$ cat src/rtl/axil_read_sub_if.sv
// axil_read_sub_if: AXI-Lite read channel (AR + R) bundle
interface axil_read_sub_if #(
    parameter int ADDR_W = 32,
    parameter int DATA_W = 64
);
    logic [ADDR_W-1:0] ARADDR;
    logic              ARVALID;
    logic              ARREADY;
    logic [DATA_W-1:0] RDATA;
    logic [1:0]        RRESP;
    logic              RVALID;
    logic              RREADY;
    modport master (output ARADDR, ARVALID, RREADY, input ARREADY, RDATA, RRESP, RVALID);
    modport slave  (input ARADDR, ARVALID, RREADY, output ARREADY, RDATA, RRESP, RVALID);
endinterface

$ cat src/rtl/axil_read_sub.sv
// axil_read_sub: AXI-Lite read-only register subordinate with a local write port
module axil_read_sub #(
    parameter int ADDR_W   = 32,
    parameter int DATA_W   = 64,
    parameter int NUM_REGS = 16
) (
    input  logic                        ACLK,
    input  logic                        ARESET,
    axil_read_sub_if.slave              s_axil,
    input  logic                        wr_en,
    input  logic [$clog2(NUM_REGS)-1:0] wr_idx,
    input  logic [DATA_W-1:0]           wr_data,
    output logic [15:0]                 rd_count
);
    localparam int OFF_W = $clog2(DATA_W/8);
    localparam int IDX_W = $clog2(NUM_REGS);
    typedef enum logic {IDLE, RESP} state_t;
    state_t            r_state, w_next;
    logic              r_arready, r_rvalid;
    logic              w_ar_hs, w_r_hs, w_slverr, w_decerr;
    logic [DATA_W-1:0] r_rdata;
    logic [DATA_W-1:0] r_regs [NUM_REGS];
    logic [1:0]        r_rresp;
    logic [15:0]       r_count;
    logic [IDX_W-1:0]  w_idx;
    assign w_ar_hs  = r_arready && s_axil.ARVALID;
    assign w_r_hs   = r_rvalid && s_axil.RREADY;
    assign w_slverr = |s_axil.ARADDR[OFF_W-1:0];
    assign w_decerr = |(s_axil.ARADDR >> (OFF_W + IDX_W));
    assign w_idx    = s_axil.ARADDR[OFF_W +: IDX_W];
    always_comb begin
        w_next = (r_state == IDLE) ? (w_ar_hs ? RESP : IDLE) : (w_r_hs ? IDLE : RESP);
    end
    // Handshake flags come from the next state so ARREADY/RVALID stay registered
    always_ff @(posedge ACLK or posedge ARESET) begin
        if (ARESET) begin
            r_state   <= IDLE;
            r_arready <= 1'b0;
            r_rvalid  <= 1'b0;
            r_rdata   <= '0;
            r_rresp   <= 2'b00;
            r_count   <= '0;
        end else begin
            r_state   <= w_next;
            r_arready <= (w_next == IDLE);
            r_rvalid  <= (w_next == RESP);
            if (w_ar_hs) begin
                r_rdata <= (w_slverr || w_decerr) ? '0 : r_regs[w_idx];
                r_rresp <= w_slverr ? 2'b10 : w_decerr ? 2'b11 : 2'b00;
            end
            if (w_r_hs)
                r_count <= r_count + 16'd1;
        end
    end
    always_ff @(posedge ACLK or posedge ARESET) begin
        if (ARESET) begin
            for (int i = 0; i < NUM_REGS; i++)
                r_regs[i] <= '0;
        end else if (wr_en) begin
            r_regs[wr_idx] <= wr_data;
        end
    end
    assign s_axil.ARREADY = r_arready;
    assign s_axil.RVALID  = r_rvalid;
    assign s_axil.RDATA   = r_rdata;
    assign s_axil.RRESP   = r_rresp;
    assign rd_count       = r_count;
endmodule

$ cat src/flat_wrapper.sv
// flat-port wrapper written by rule: the top's interface ports become plain ports
module axil_read_sub_flat 
#(
    parameter int ADDR_W   = 32,
    parameter int DATA_W   = 64,
    parameter int NUM_REGS = 16
)
  (ACLK, ARESET, wr_en, wr_idx, wr_data, rd_count, s_axil_ARADDR, s_axil_ARVALID, s_axil_RREADY, s_axil_ARREADY, s_axil_RDATA, s_axil_RRESP, s_axil_RVALID);
  axil_read_sub_if #(.ADDR_W(ADDR_W), .DATA_W(DATA_W)) s_axil_i ();
  input  logic ACLK;
  input  logic ARESET;
  input  logic wr_en;
  input  logic [$clog2(NUM_REGS)-1:0] wr_idx;
  input  logic [DATA_W-1:0] wr_data;
  output logic [15:0] rd_count;
  input wire logic [$bits(s_axil_i.ARADDR)-1:0] s_axil_ARADDR;
  input wire logic [$bits(s_axil_i.ARVALID)-1:0] s_axil_ARVALID;
  input wire logic [$bits(s_axil_i.RREADY)-1:0] s_axil_RREADY;
  output wire logic [$bits(s_axil_i.ARREADY)-1:0] s_axil_ARREADY;
  output wire logic [$bits(s_axil_i.RDATA)-1:0] s_axil_RDATA;
  output wire logic [$bits(s_axil_i.RRESP)-1:0] s_axil_RRESP;
  output wire logic [$bits(s_axil_i.RVALID)-1:0] s_axil_RVALID;
  assign s_axil_i.ARADDR = s_axil_ARADDR;
  assign s_axil_i.ARVALID = s_axil_ARVALID;
  assign s_axil_i.RREADY = s_axil_RREADY;
  assign s_axil_ARREADY = s_axil_i.ARREADY;
  assign s_axil_RDATA = s_axil_i.RDATA;
  assign s_axil_RRESP = s_axil_i.RRESP;
  assign s_axil_RVALID = s_axil_i.RVALID;
  axil_read_sub #(.ADDR_W(ADDR_W), .DATA_W(DATA_W), .NUM_REGS(NUM_REGS)) u_core (.ACLK(ACLK), .ARESET(ARESET), .s_axil(s_axil_i), .wr_en(wr_en), .wr_idx(wr_idx), .wr_data(wr_data), .rd_count(rd_count));
endmodule
$ cat config.mk
export PLATFORM = sky130hd
export DESIGN_NAME = axil_read_sub_flat
export DESIGN_NICKNAME = d
export VERILOG_FILES = /design/src/rtl/axil_read_sub_if.sv /design/src/rtl/axil_read_sub.sv /design/src/flat_wrapper.sv
export SDC_FILE = /design/constraint.sdc
export NUM_CORES = 2
export LEC_CHECK = 0
export BUFFER_PORTS_ARGS = -buffer_cell sky130_fd_sc_hd__buf_2
export CAP_MARGIN = 20
export CORE_ASPECT_RATIO = 0.75
export CORE_MARGIN = 5
export CORE_UTILIZATION = 55
export DETAILED_ROUTE_END_ITERATION = 7
export PLACE_DENSITY = 0.78
export REMOVE_ABC_BUFFERS = 1
export SLEW_MARGIN = 5
export SYNTH_ARGS = -nofsm -noshare
export SYNTH_HDL_FRONTEND = slang
export SYNTH_SLANG_ARGS = --single-unit
$ cat constraint.sdc
create_clock -name ACLK -period 66.9 [get_ports ACLK]
set_clock_uncertainty 0.2 [all_clocks]
set_input_delay 3.345 -clock ACLK [delete_from_list [all_inputs] [get_ports ACLK]]
set_output_delay 3.345 -clock ACLK [all_outputs]
set_load 0.01 [all_outputs]
Word level (Yosys, flattened, before mapping)
Index checks and enable logic that the tools add are counted.

operators by class
  add/sub/neg operators = 1
  magnitude comparators = 3
  muxes and demuxes = 12
  bitwise gates (word level) = 3
  reduce and logical (&&, ||, !) cells = 6

operators by type and width
  kind                                                                  number
  1024-bit bitwise mux                                                  1
  64-bit binary-select mux with 4-bit select                            1
  64-bit demux with 4-bit select                                        1
  64-bit two-way mux                                                    4
  25-bit OR reduction                                                   1
  16-bit by 1-bit adder with 16-bit output, second input constant       1
  5-bit greater-or-equal comparator, second input constant              2
  4-bit inverter with 5-bit output                                      2
  5-bit by 1-bit < comparator with 1-bit output, second input constant  1
  2-bit two-way mux                                                     2
  1-bit logical AND                                                     3
  1-bit two-way mux                                                     3
  3-bit OR reduction                                                    1
  1-bit logical OR                                                      1
  1-bit inverter                                                        1

word-level totals
  flip-flop bits (word level) = 1108
  bits of input ports = 105
  word-level logic and storage cells = 46

Depth between registers and ports, before layout
  depth after elaboration = 6
  gate-level depth with buffers = 8

Least setup slack after synthesis
OpenSTA, ideal clock, no wires.

  path type = input -> register
  start = in s_axil_ARADDR[6]
  end = reg u_core.r_rdata[10], in the netlist u_core.s_axil.RDATA[10]
  library setup time = 0.122 ns
  arrival = 4.832 ns
  path slack = 61.746 ns
  stages on the path = 7
  cell sequence = buf_2 buf_6 buf_2 mux4_2 mux2i_1 nand2_1 a32o_1

on the way
  longest elaborated chain between the ends = 5

RTL lines
  element                                                 line                 text
  start, declared                                         flat_wrapper.sv:16   input wire logic [$bits(s_axil_i.ARADDR)-1:0] s_axil_ARADDR;
  4-bit inverter with 5-bit output (not written as such)  axil_read_sub.sv:48  r_rdata <= (w_slverr || w_decerr) ? '0 : r_regs[w_idx];
  64-bit binary-select mux with 4-bit select              axil_read_sub.sv:48
  64-bit two-way mux (not written as such) (2 in series)  axil_read_sub.sv:48
  64-bit two-way mux                                      axil_read_sub.sv:48
  end signal, assigned                                    axil_read_sub.sv:48
  end, declared                                           axil_read_sub.sv:21  logic [DATA_W-1:0] r_rdata;

Every way passes these cells. The select of a mux whose other input is x is not followed.
A chain may end at the register's enable or synchronous reset.

Worst setup path after layout
  start = in s_axil_ARADDR[4]
  end = reg u_core.r_rdata[1], in the netlist u_core.s_axil.RDATA[1]

The elaborated chain is that of the path after synthesis.

==> results.tsv <==
stage	metric	value	unit
routing	drtIter0Drc	2292	
timing	period_minus_slack	6.66	ns
routing	drc	0	
global_route	first_global_vias	30696	
power_and_ir_drop	p_total	1.82	mW
timing	maxSlewHeadroom	0.224	
power_and_ir_drop	leakagePower	24.8	nW
worst_setup_path	start_kind	input port	
layout	regArea	27700	µm²
routing	ant_nets	0	
cts	cts.sinks	1108	
worst_setup_path	endpoint_kind	register	
global_route	grt_max_degree	172	
worst_setup_path	crit_type	input port to register	
cts	clk_latency	0.68	ns
cts	post_cts_buffers	0	
floorplan	die_w	357	µm
worst_setup_path	crit_fanout	98	
floorplan	rows	95	
worst_setup_path	cp-startpoint	s_axil_ARADDR[4]	
global_route	grt_pass1_wl	189000	µm
layout	layout-drive-gt1-share	0.440	
layout	fillers	6694	
global_route	grt_overflow	0	
timing	setup_viol	0	
synthesis	synth_edf_count	0	
worst_setup_path	rr_startpoint	u_core.s_axil.ARREADY	
routing	drtPass1Iterations	5	
worst_setup_path	cp_cell_sequence	buf_8 > buf_4 > buf_4 > mux2i_1 > o22ai_1 > or4_1 > a32o_1	
power_and_ir_drop	power_density	33.0	nW/µm²
cts	clock_path_buffers	3	
synthesis	avgSynthCellArea	14.8	µm²
min_path	min_path_type	register to register	
layout	final_common_cell	dfrtp_1	
routing	wirelength	121000	µm
layout	finalNetCount	3512	
layout	layout_common_cells	dfrtp_1, mux2_2, mux2i_1, buf_2, nor2_1	
placement	place.gp.congestion	0.729	
synthesis	ys_seq_elements	1108	
run_status	status	complete, no violations	
worst_setup_path	crit_top_cell	buf_4	
cts	clk_pin_slew	0.06	ns
synthesis	synth.distinct_cells	38	
cts	postCtsHoldBufs	0	
worst_setup_path	crit_buf_inv	3	
flow_run	drv_cap	0	
placement	dp.cells	4509	
floorplan	start_util	0.553	
layout	instances_no_fill	4716	
worst_setup_path	slowest_delay	0.84	ns
layout	final_area	55000	µm²
cts	cts_inserted_buffers	106	
synthesis	synth_ff_type	dfrtp_1	
global_route	grt_usage	0.253	
timing	rsz0062_at_grt	false	
worst_setup_path	path_delay_family	buffers and inverters	
worst_setup_path	crit_slowest_cell	buf_4	
placement	place_area	51200	µm²
timing	finalHoldViolations	0	
timing	slew_viol_final	0	
min_path	min-delay-start	u_core.rd_count[15]	
routing	wl_per_cell	25.6	µm
cts	tritoncts	built	
placement	dpl.hpwl	65200	µm
synthesis	yosysSeqAreaShare	0.560	
floorplan	boundaryPins	189	
routing	vias_per_cell	6.18	
synthesis	synthCells	3340	
cts	clockRootBuffer	clkbuf_16	
layout	area_delta_synth_final	11.0	%
floorplan	die-height	270	µm
cts	ctsResizeCount	0	
placement	port_buffers	188	
timing	fmax	150	MHz
synthesis	async_flop_share	1.00	
floorplan	core	89500	µm²
global_route	antenna_found_initial	7	
worst_setup_path	cp.required	67.25	ns
timing	worst_pin_slew	1.16	ns
floorplan	dieArea	96200	µm²
synthesis	mappedNetlistArea	49500	µm²
worst_setup_path	cp.arrival	7.02	ns
synthesis	yosysWarnings	0	
timing	finalSetupTns	0	ns
routing	vias	29133	
cts	cts.htree.levels	3	
layout	multi_input_area	20600	µm²
power_and_ir_drop	vdd_ir_drop_max	0.0217	mV
timing	finalCritPeriodShare	0.0996	
==> area by class of cell <==
| cell class | count | share of cell area |
|---|---|---|
| clock buffer | 162 | 0.0583 |
| sequential | 1108 | 0.504 |
| multi-input combinational | 1943 | 0.374 |
| inverter | 3 | 0.000341 |
| antenna | 7 | 0.000318 |
| clock inverter | 37 | 0.00980 |
| tap | 1212 | 0.0276 |
| timing repair buffer | 244 | 0.0260 |
==> synthesized netlist by cell type (2+ instances only) <==
cell type,instances,area share
mux4_2,129,0.059
nand2b_1,8,0.0010
nand2_1,73,0.0055
inv_1,3,0.00023
nor2b_1,2,0.00025
or4_1,64,0.0097
buf_1,9,0.00068
o21ai_0,2,0.00020
nand3_1,7,0.00071
buf_4,3,0.00045
nand3b_1,2,0.00030
nor3_1,4,0.00040
mux2_1,60,0.014
nor2_1,141,0.011
nand4_1,5,0.00063
clkbuf_1,104,0.0079
nor4_1,5,0.00063
o22ai_1,63,0.0080
buf_6,16,0.0036
mux2_2,966,0.22
or3_1,4,0.00051
buf_2,154,0.016
xor2_1,4,0.00071
xnor2_1,11,0.0019
mux2i_1,317,0.064
a211oi_1,2,0.00030
dfrtp_1,1108,0.56
and4_1,2,0.00035
a32o_1,63,0.013
==> worst paths after layout <==
check / endpoint / cells after the start / slack [ns]
setup / recovery: u_core.s_axil.RDATA[1] / 7 / 60.24
hold / removal: u_core.rd_count[15] / 1 / 0.27
setup reg to reg: u_core.s_axil.RDATA[26] / 5 / 63.54
hold reg to reg: u_core.rd_count[15] / 1 / 0.27
max in group asynchronous: u_core.r_regs[881] / 5 / 60.70
min in group asynchronous: u_core.r_regs[230] / 2 / 2.65
==> through the flow <==
step / setup WS [ns] / utilization / hold WS, ns
after detailed placement: 59.54 / 0.572 / 0.265
after CTS: 60.24 / 0.614 / 0.279
after global routing: 60.08 / 0.614 / 0.291
after floorplan: 32.16 / - / 0.264
final: 60.24 / 0.615 / 0.271
after global placement: 59.54 / 0.572 / 0.256
==> registers in the layout (all words and copies together) (netlist names) <==
register               cells
u_core.r_regs           1024
u_core.s_axil.RDATA       64
u_core.rd_count           16
u_core.s_axil.RRESP        2
u_core.r_state             1
u_core.s_axil.ARREADY      1
==> power by group <==
group	total (mW)	switching, mW	internal (mW)
registers	0.893	0.0768	0.816
logic	0.288	0.115	0.174
clock network	0.636	0.259	0.377
total	1.82	0.451	1.37
==> cells by family (layout without fill, tap and decap cells) <==
kind of cell	after synthesis	in the layout	share of synthesized area
buffers and inverters	289	446	0.0284
flip-flops	1108	1108	0.560
adder cells (fa/ha/maj)	1	1	0.000253
XOR/XNOR	15	15	0.00265
AO/OA/AOI/OAI	132	132	0.0214
AND/OR/NAND/NOR	323	323	0.0316
other	0	7	0
multiplexers	1472	1472	0.356
==> metal layers <==
metal / share of wire / track usage / vias to the layer above
met3: 0.052 / 0.0388 / 157
li1: - / - / 12431
met5: 0.00015 / 0 / -
met1: 0.47 / 0.384 / 15763
met4: 0.017 / 0.0548 / 2
met2: 0.46 / 0.391 / 780
Note: power is estimated with default switching activity, not from simulation.
